### src/rtl/fetch_pc_pkg.sv
// Shared definitions for the fetch/PC block: default widths, state encoding
// and the fixed branch-offset table contents.
package definitionsABC;

    localparam int PC_W_DEF   = 10;
    localparam int LUT_AW_DEF = 5;
    localparam int CYC_W      = 16;

    typedef enum logic [1:0] {
        ST_IDLE = 2'd0,
        ST_RUN  = 2'd1,
        ST_HALT = 2'd2
    } fetch_st_t;

    // Signed branch offsets; entries past the hand-picked ones fall back to idx-16.
    function automatic int lut_offset(input int idx);
        case (idx)
            0:       return 0;
            1:       return 1;
            2:       return 2;
            3:       return -4;
            4:       return -5;
            5:       return 8;
            6:       return 16;
            7:       return -16;
            8:       return 100;
            9:       return -100;
            10:      return 3;
            11:      return -1;
            default: return idx - 16;
        endcase
    endfunction

endpackage

### src/rtl/fetch_pc_branch_lut.sv
// Combinational branch-offset table, contents fixed at elaboration.
module branch_lut
    import definitionsABC::*;
#(
    parameter int PC_W   = PC_W_DEF,
    parameter int LUT_AW = LUT_AW_DEF
) (
    input  logic        [LUT_AW-1:0] idx,
    output logic signed [PC_W-1:0]   offset
);

    always_comb begin
        offset = PC_W'(lut_offset(int'(idx)));
    end

endmodule

### src/rtl/fetch_pc.sv
// Program-counter / fetch sequencer: IDLE -> RUN -> HALT with branch LUT,
// shift/carry register and a saturating executed-cycle counter.
module fetch_pc
    import definitionsABC::*;
#(
    parameter int PC_W   = PC_W_DEF,
    parameter int LUT_AW = LUT_AW_DEF
) (
    input  logic              CLK,
    input  logic              Reset,
    input  logic              Start,
    input  logic              Stall,
    input  logic              Br_en,
    input  logic [LUT_AW-1:0] Br_idx,
    input  logic              BR_FLAG,
    input  logic              Halt,
    input  logic              SC_OUT,
    input  logic              SC_we,
    input  logic              SC_clr,
    output logic [PC_W-1:0]   PC,
    output logic              SC_IN,
    output logic              Done,
    output logic [CYC_W-1:0]  Cycles
);

    fetch_st_t          state_q, state_d;
    logic [PC_W-1:0]    pc_q, pc_d;
    logic               sc_q, sc_d;
    logic [CYC_W-1:0]   cycles_q, cycles_d;
    logic               start_prev_q, start_prev_d;
    logic signed [PC_W-1:0] lut_off;

    branch_lut #(
        .PC_W   (PC_W),
        .LUT_AW (LUT_AW)
    ) u_branch_lut (
        .idx    (Br_idx),
        .offset (lut_off)
    );

    always_comb begin
        state_d      = state_q;
        pc_d         = pc_q;
        sc_d         = sc_q;
        cycles_d     = cycles_q;
        start_prev_d = Start;

        case (state_q)
            ST_IDLE: begin
                pc_d = '0;
                sc_d = 1'b0;
                // Launch only on a genuine high-to-low edge of Start.
                if (!Start && start_prev_q) begin
                    state_d  = ST_RUN;
                    cycles_d = '0;
                end
            end
            ST_RUN: begin
                if (Start) begin
                    state_d = ST_IDLE;
                    pc_d    = '0;
                    sc_d    = 1'b0;
                end else if (!Stall) begin
                    cycles_d = (cycles_q == '1) ? cycles_q : cycles_q + CYC_W'(1);
                    if (SC_clr)
                        sc_d = 1'b0;
                    else if (SC_we)
                        sc_d = SC_OUT;
                    if (Halt)
                        state_d = ST_HALT;
                    else if (Br_en && BR_FLAG)
                        pc_d = pc_q + lut_off;
                    else
                        pc_d = pc_q + PC_W'(1);
                end
            end
            ST_HALT: begin
                if (Start) begin
                    state_d = ST_IDLE;
                    pc_d    = '0;
                    sc_d    = 1'b0;
                end
            end
            default: begin
                state_d = ST_IDLE;
                pc_d    = '0;
                sc_d    = 1'b0;
            end
        endcase
    end

    // NOTE: sequential state uses non-blocking assignments so every flop samples pre-edge values.
    always_ff @(posedge CLK) begin
        if (Reset) begin
            state_q      <= ST_IDLE;
            pc_q         <= '0;
            sc_q         <= 1'b0;
            cycles_q     <= '0;
            start_prev_q <= 1'b0;
        end else begin
            state_q      <= state_d;
            pc_q         <= pc_d;
            sc_q         <= sc_d;
            cycles_q     <= cycles_d;
            start_prev_q <= start_prev_d;
        end
    end

    assign PC     = pc_q;
    assign SC_IN  = sc_q;
    assign Done   = (state_q == ST_HALT);
    assign Cycles = cycles_q;

endmodule
### config.mk
export PLATFORM = sky130hd
export DESIGN_NAME = fetch_pc
export DESIGN_NICKNAME = d
export VERILOG_FILES = /design/src/rtl/fetch_pc_pkg.sv /design/src/rtl/fetch_pc_branch_lut.sv /design/src/rtl/fetch_pc.sv
export SDC_FILE = /design/constraint.sdc
export NUM_CORES = 1
export LEC_CHECK = 0
export CORE_ASPECT_RATIO = 1.25
export CORE_UTILIZATION = 30
export DETAILED_ROUTE_END_ITERATION = 10
export SYNTH_ARGS = -nofsm -noshare
export SYNTH_HDL_FRONTEND = slang
export SYNTH_HIERARCHICAL = 1
export SYNTH_SLANG_ARGS = --single-unit
### constraint.sdc
create_clock -name CLK -period 2.7 [get_ports CLK]
set_input_delay 0.54 -clock CLK [delete_from_list [all_inputs] [get_ports CLK]]
set_output_delay 0.54 -clock CLK [all_outputs]
set_load 0.005 [all_outputs]
=== Yosys cells after proc, flatten, opt, wreduce, memory -nomap -nowiden ===
Cells that the tools add are included.

* Register bits: 30
* Output and inout bits: 28
* Logic and storage cells: 66

* Add/subtract/negate cells: 4
* Equality and inequality tests: 23
* Mux-type cells: 24
* Reduce and logical (&&, ||, !) cells: 10

{| class="wikitable"
|+ Operators by type and width
! kind !! number
|-
| 10-bit case mux with 12 select lines || 1
|-
| 16-bit two-way mux || 4
|-
| 10-bit two-way mux || 5
|-
| 16-bit case mux with 2 select lines || 1
|-
| 5-bit by 3-bit equality test with 1-bit output, second input constant || 4
|-
| 5-bit by 4-bit equality test with 1-bit output, second input constant || 4
|-
| 10-bit case mux with 2 select lines || 1
|-
| 16-bit by 1-bit adder with 16-bit output, second input constant || 1
|-
| 16-bit equality test, second input constant || 1
|-
| 10-bit by 1-bit adder with 10-bit output, second input constant || 1
|-
| 10-bit adder || 1
|-
| 5-bit by 2-bit equality test with 1-bit output, second input constant || 2
|-
| 2-bit two-way mux || 5
|-
| 2-bit inequality test, second input constant || 5
|-
| 3-bit inequality test, second input constant || 3
|-
| 2-bit case mux with 3 select lines || 1
|-
| 3-bit AND reduction || 2
|-
| 5-bit by 5-bit subtractor with 6-bit output, second input constant || 1
|-
| 5-bit by 1-bit equality test with 1-bit output, second input constant || 1
|-
| 5-bit zero test || 1
|-
| 1-bit two-way mux || 5
|-
| 5-bit AND reduction || 1
|-
| 4-bit inequality test, second input constant || 1
|-
| 4-bit AND reduction || 1
|-
| 7 further kinds || 8
|}

=== Depth between registers and ports, before layout ===
Gate-level depths: netlist of the first run.

* Depth after elaboration: 8
* Depth in mapped cells: 14
* Depth with buffers taken out: 13

=== Hierarchy ===
Netlist of the first run, hierarchy kept.

{| class="wikitable"
|+ Modules (own cells, without submodules)
! module !! times used !! cells each !! area each (sq um)
|-
| fetch_pc || 1 || 209 || 1,726.7
|-
| branch_lut || 1 || 35 || 232.7
|}

=== Worst setup path after synthesis of the first run ===
No wires, ideal clock.

* Kind: input port to flip-flop
* Start: input Br_idx[2]
* End: register pc_q[6] (netlist: PC[6])
* Setup time: 117 ps
* Arrival: 2,607 ps
* Required time: 2,583 ps
* Slack: -24 ps
* Stages on the path: 14
* Path buffers: 1
* Cells stage by stage: buf_2 > a21o_2 > a21oi_1 > o22ai_1 > nand3b_1 > ha_1 > inv_1 > fa_1 > nor2b_1 > o21ai_1 > a21oi_1 > o21a_1 > or3_1 > a32o_1

* Longest elaborated chain between the ends: 8

{| class="wikitable"
|+ RTL lines
! element !! line !! source
|-
| start: declaration || fetch_pc.sv:14 || <nowiki>input logic [LUT_AW-1:0] Br_idx,</nowiki>
|-
| 5-bit by 4-bit equality test with 1-bit output, or another cell as far along || fetch_pc_pkg.sv:17 || <nowiki>case (idx)</nowiki>
|-
| 10-bit case mux with 12 select lines * || fetch_pc_pkg.sv:17 ||
|-
| named net lut_off[0] || fetch_pc.sv:31 || <nowiki>logic signed [PC_W-1:0] lut_off;</nowiki>
|-
| 10-bit adder * || fetch_pc.sv:72 || <nowiki>pc_d = pc_q + lut_off;</nowiki>
|-
| 10-bit two-way mux * || fetch_pc.sv:71 || <nowiki>else if (Br_en && BR_FLAG)</nowiki>
|-
| 10-bit two-way mux * || fetch_pc.sv:69 || <nowiki>if (Halt)</nowiki>
|-
| 10-bit two-way mux * || fetch_pc.sv:63 || <nowiki>end else if (!Stall) begin</nowiki>
|-
| 10-bit two-way mux * || fetch_pc.sv:59 || <nowiki>if (Start) begin</nowiki>
|-
| 10-bit case mux with 2 select lines * || fetch_pc.sv:48 || <nowiki>case (state_q)</nowiki>
|-
| end signal: assignment || fetch_pc.sv:102 || <nowiki>pc_q <= pc_d;</nowiki>
|-
| end: declaration || fetch_pc.sv:27 || <nowiki>logic [PC_W-1:0] pc_q, pc_d;</nowiki>
|}

The timed path passes the listed nets; every way through them passes the cells marked *. The select of a mux whose other input is x is not followed.
A chain may end at the register's enable or synchronous reset.

=== Worst setup path after layout of the first run ===
* Start: input Br_idx[4]
* End: register pc_q[6] (netlist: PC[6])

The elaborated chain is that of the path after synthesis.

==> results of run 1 <==
final cells by class:
type	instances	area [um^2]
Clock buffer	7	86.3
Clock inverter	1	5.00
Fill cell	647	3450
Inverter	15	56.3
Multi-Input combinational cell	186	1300
Sequential cell	30	601
Tap cell	85	106
Timing Repair Buffer	74	644
what timing repair did:
action	in CTS	in global routing
buffers inserted	1	3
pin swaps	3	10
hold buffers	0	0
gates resized for setup	11	21
endpoints found under the setup margin	7	6
synthesized netlist by cell type, types with 2 or more instances:
library cell	count	area (um^2)
buf_4	4	30.0
or3_1	2	12.5
a21oi_1	19	95.1
nand3b_1	2	15.0
nor3_1	7	35.0
buf_6	3	33.8
clkbuf_1	3	11.3
o221ai_1	2	17.5
nand3_1	10	50.1
o21bai_1	2	15.0
xnor2_1	6	52.6
a211oi_1	2	15.0
a32o_1	2	20.0
a22oi_1	4	30.0
and3_1	12	75.1
nand2_1	15	56.3
o22ai_1	3	18.8
inv_1	15	56.3
nand4_1	3	18.8
a31oi_1	4	25.0
buf_2	3	15.0
o21ai_0	10	50.1
nor2b_1	6	37.5
ha_1	10	125
dfxtp_1	30	601
xor2_1	13	114
nor2_1	34	128
sequential cells by signal (all words and copies together), names as in the netlist:
name and cells:
PC 10, Cycles 16, SC_IN 1, start_prev_q 1
state_q 2
kinds of logic (layout without fill, tap and decap cells):
family / Yosys count / in the layout / synth area share, %
compound gates: 57 / 57 / 19.5
xor+xnor: 19 / 19 / 8.49
fa+ha+maj: 11 / 11 / 7.41
buf+inv: 28 / 97 / 7.47
flops: 30 / 30 / 30.7
mux: 1 / 1 / 0.511
simple gates: 98 / 98 / 25.9
per-stage QoR:
| stage | power [mW] | hold slack (ps) | worst slack, ps | cell area (um^2) |
|---|---|---|---|---|
| after detailed placement | 0.587 | 469 | -620 | 2620 |
| after global routing | 1.00 | 524 | 30.8 | 2800 |
| after global placement | 0.586 | 460 | -559 | 2620 |
| after floorplan | 0.535 | 460 | -20.8 | 1980 |
| after CTS | 0.963 | 481 | 4.55 | 2730 |
| final | 0.953 | 479 | 132 | 2800 |
critical path, stage by stage:
cell,delay (ps)
clkdlybuf4s15_1,210
buf_6,160
a21oi_1,120
a2bb2oi_1,160
and3_1,180
ha_1,230
nor2b_2,160
o21ai_2,160
a21oi_2,90
o21a_1,190
or3_1,300
a32o_1,240
how the worst max path moves through the flow:
stage | start | endpoint | slack (ps) | cells after the start
2_1_floorplan | Br_idx[2] | PC[6] | -20 | 14
3_3_place_gp | Br_idx[3] | PC[7] | -560 | 14
3_5_place_dp | Br_idx[3] | PC[6] | -620 | 14
4_1_cts | Br_idx[0] | PC[6] | 5 | 14
5_1_grt | Br_idx[4] | PC[6] | 30 | 14
6_report | Br_idx[4] | PC[6] | 130 | 12
per-layer routing:
layer	vias to the layer above	global-route usage (%)	wire length, um
li1	999	-	-
met1	877	16.5	2000
met5	-	0	0
met4	0	4.72	60
met3	7	3.81	227
met2	32	27.7	2480
where the power goes:
| part | internal, mW | switching [mW] | total, mW |
|---|---|---|---|
| clock network | 0.205 | 0.167 | 0.372 |
| logic | 0.0668 | 0.0646 | 0.131 |
| registers | 0.446 | 0.00376 | 0.449 |
| total | 0.718 | 0.235 | 0.953 |
==> reports/metrics.cfg, run 1 <==
[routing]
vias = 1915
post_drt_via_cell_ratio = 4.81
routed_wl_mm = 4.77
ant_nets = 0
drc_errors = 0
avgRoutedWirePerCell_um = 12.0
first_iter_violations = 32
drtPass1Iterations = 4

[sta]
slew_viol_final = 0
slew_headroom_pct = 64.0
clock.fmax_ghz = 0.389
setup_viol = 0
max_slew.worst_pin.slew_ps = 538
rsz0062_at_grt = no
finalWorstPathRequiredPeriod_ps = 2570
fin_worst_skew_ps = 3.76
final_hold_viol_count = 0
finalSetupTns_ps = 0
fin_crit_sh_pct = 95.1

[outcome]
outcome = completed

[synthesis]
synth_cell_types = 45
synth_async_sr_flop_share_pct = 0
yosys_warnings = 6
synth_edf_count = 0
synthCells = 244
synth_area_per_cell_um2 = 8.03
ys_ff_latch = 30
syn-num-nets = 270
synth_flop_cell = dfxtp_1
netlist_area_mm2 = 0.00196
synth-seq-area-share_pct = 30.7

[min_path]
hold_start = SC_IN
holdPathStages = 2
hold_end = SC_IN
worstHoldPathType = register to register

[critical_path]
r2r.worst_path.cells = 7
r2r_end = Cycles[14]
reg2reg_from = Cycles[0]
crit_required_ps = 2880
path_max_fanout = 8
reg2reg_slack_ps = 760
endpoint_kind = register
worstSetupStartpointType = input pin
arrival_ps = 2740
path_class = input pin to register

[cts]
cts_buffer_depth = 2
htree_levels = 2
clk_latency_ps = 280
cts_tree = yes
cts_root_buf = clkbuf_8
cts.sinks = 30
cts_buffers = 5
cts.clk_slew.worst_paths_ps = 60

[die]
die_h_um = 92.4
io_pins = 43
coreArea_mm2 = 0.00625
dieArea_mm2 = 0.00686
die_width_um = 74.3
row_count = 32
initial_core_util_pct = 31.4

[global_routing]
grt-ovfl-total = 0
grt_pass1_vias = 1880
antenna_found_initial = 0
grt_use_total_pct = 15.1
grt_max_degree = 17
grt_pass1_wl_mm = 8.17

[final_layout]
final_common_cell = clkdlybuf4s50_1
area_growth_syn_to_layout_pct = 42.7
num-nets-final = 338
antennaDiodeCount = 0
utilization_pct = 44.8
drive_gt1_share_pct = 21.7
layoutNonFillerInstCount = 398
final_cell_mix = clkdlybuf4s50_1 (37), nor2_1 (34), buf_4 (31), dfxtp_1 (30), nand2_1 (15)

[placed_design]
portBuffers = 42
dp_hpwl_mm = 3.69
dp_cells = 386
gp_routability_congestion = 0.800

[flow_run]
max_cap_violations = 0

[power_and_ir_drop]
max-vdd-ir-drop_mv = 0.318
leakage_nw = 1.10
p_per_area_mw_per_mm2 = 341

No activity file was read; power rests on OpenSTA's default activity.
==> run 2, diff against run 1 <==
--- a/config.mk
+++ b/config.mk
@@ -7,6 +7,7 @@
 export LEC_CHECK = 0
 export CORE_ASPECT_RATIO = 1.25
 export CORE_UTILIZATION = 30
+export CTS_CLUSTER_DIAMETER = 40
 export DETAILED_ROUTE_END_ITERATION = 10
 export SYNTH_ARGS = -nofsm -noshare
 export SYNTH_HDL_FRONTEND = slang
==> results of run 2 <==
Same layout as run 1: the final DEF is identical, and so are final timing and power.
==> run 3, diff against run 2 <==
--- a/config.mk
+++ b/config.mk
@@ -9,6 +9,7 @@
 export CORE_UTILIZATION = 30
 export CTS_CLUSTER_DIAMETER = 40
 export DETAILED_ROUTE_END_ITERATION = 10
+export SLEW_MARGIN = 20
 export SYNTH_ARGS = -nofsm -noshare
 export SYNTH_HDL_FRONTEND = slang
 export SYNTH_HIERARCHICAL = 1
==> results of run 3 <==
Same layout as run 1: the final DEF is identical, and so are final timing and power.
==> variant: new RTL, flow settings as in run 1 <==
Set the package constant `CYC_W` to 14 (it was 16).
--- a/src/rtl/fetch_pc_pkg.sv
+++ b/src/rtl/fetch_pc_pkg.sv
@@ -4,7 +4,7 @@
 
     localparam int PC_W_DEF   = 10;
     localparam int LUT_AW_DEF = 5;
-    localparam int CYC_W      = 16;
+    localparam int CYC_W      = 14;
 
     typedef enum logic [1:0] {
         ST_IDLE = 2'd0,
Interface: changed (resized Cycles); port bits go from 43 to 41. The function was not compared with the original's and may differ.
==> variant against run 1 <==
- non-clock buffer count did not move
- final cell count fell by 4.8%
- cell area fell by 5.3%
- sequential cell count fell by 2
- via count fell by 6.2%
- hold slack improved by 3.4 ps
- routed wire length fell by 8.9%
- area after synthesis fell by 1.3%
- sequential power fell by 6.2%
- worst setup slack improved by 78 ps
- power fell by 18%
- sequential share of layout area fell by 0.30 points
- clock power fell by 40%
- critical path type unchanged
==> variant: results (changes against run 1) <==
[status]
status = finished, final reports clean

[layout]
clock_area_frac = 0.0156  ; -0.0171
fin_nets = 322  ; -4.7%
multi_input_cells = 175  ; -5.9%
drive_gt1_frac = 0.218  ; +0.000435
n_all_buffers = 74  ; unchanged
bufAreaShareNonClock = 0.238  ; +0.00777
sh_seq_area = 0.212  ; -0.00304
largest_reg_flops = 14  ; -2
diodes = 0  ; unchanged
n_all_inverters = 14  ; -1
n_fill_cell = 651  ; +0.62%

[clock_network]
htree_num_levels = 1  ; -1
numCtsBuffers = 3  ; -2
clock_sinks = 28  ; -6.7%
postCtsSetupBuffers = 0  ; -1
clk_pin_slew_worst_paths_ps = 90  ; +30 ps

[critical_path]
critPathLaunch = Br_idx[3]
crit_slowest_cell = fa_2
rr_startpoint = PC[0]
max_stage_delay_ps = 330  ; +30 ps
r2r_slack_ps = 780  ; +20 ps
rr_worst_depth = 9  ; +2
crit_fanout = 6  ; -2

[grt]
grt_max_degree = 15  ; -2
grt_pass1_vias = 1803  ; -4.1%
groute.layer.met2.usage = 0.264  ; -0.0128
grtUsageTotal = 0.136  ; -0.0147

[pwr]
ir_drop_mv = 0.110  ; -66%
p_seq_frac = 0.541  ; +0.070
p_leak_nw = 1.04  ; -4.9%
p_clk_uw = 225  ; -40%
p_int_uw = 584  ; -19%

[synthesis]
synth-xor-area-share = 0.0906  ; +0.00569
synthTopCellsByArea = dfxtp_1, ha_1, nor2_1, xor2_1, a21oi_1
synth_mux_area_frac = 0.00518  ; +0.0000694
ys_seq_area_frac = 0.290  ; -0.0165
synth_fp_nets = 256  ; -5.2%
synth.distinct_cells = 50  ; +11%
synth_compound_gate_area_share = 0.196  ; +0.000714
yosys-top-cells-count = nor2_1, dfxtp_1, a21oi_1, inv_1, nand2_1

[detailed_routing]
routed_wl_um = 4340  ; -8.9%
wl_met1_um = 1890  ; -5.5%
first_iter_violations = 47  ; +47%
met2RoutedLength_um = 2220  ; -11%
routed_via_density = 4.74  ; -1.5%
wl_met3_um = 166  ; -27%

[placement]
dpl.hpwl_um = 3490  ; -5.6%
port_buffers = 40  ; -4.8%
globalplace.congestion = 0.759  ; -5.1%

[worst_hold_path]
worstHoldStart = PC[9]
min_to = PC[9]

[timing]
tightest_slew_ps = 445  ; -93.2 ps
hold_slack_ps = 483  ; +3.36 ps
clock_skew_ps = 6.52  ; +2.76 ps

==> variant: cell count changes after synthesis, sizes merged, moves of 2 or more <==
cell	run 1	this run
a21oi	19	17
a22o	0	3
and3	12	8
dfxtp	30	28
nand2	15	13
nand3	10	6
nand3b	2	4
nand4	3	8
nor2b	6	3
nor3b	0	2
o21ai	11	7
xnor2	6	8
==> variant: metrics by stage <==
stage | total power [mW] | worst slack (ps) | instances | cell area, um2
floorplan | 0.511 | 11.5 | 230 | 1940
global placement | 0.564 | -592 | 376 | 2610
detailed placement | 0.565 | -629 | 376 | 2610
CTS | 0.790 | 3.38 | 379 | 2660
global route | 0.816 | 43.8 | 379 | 2650
finish | 0.778 | 210 | 379 | 2650
==> variant: what timing repair did <==
item,in CTS,in global routing
pin swaps,1,4
resized for setup,12,12
setup endpoints to repair,7,4
endpoints found under the hold margin,0,0
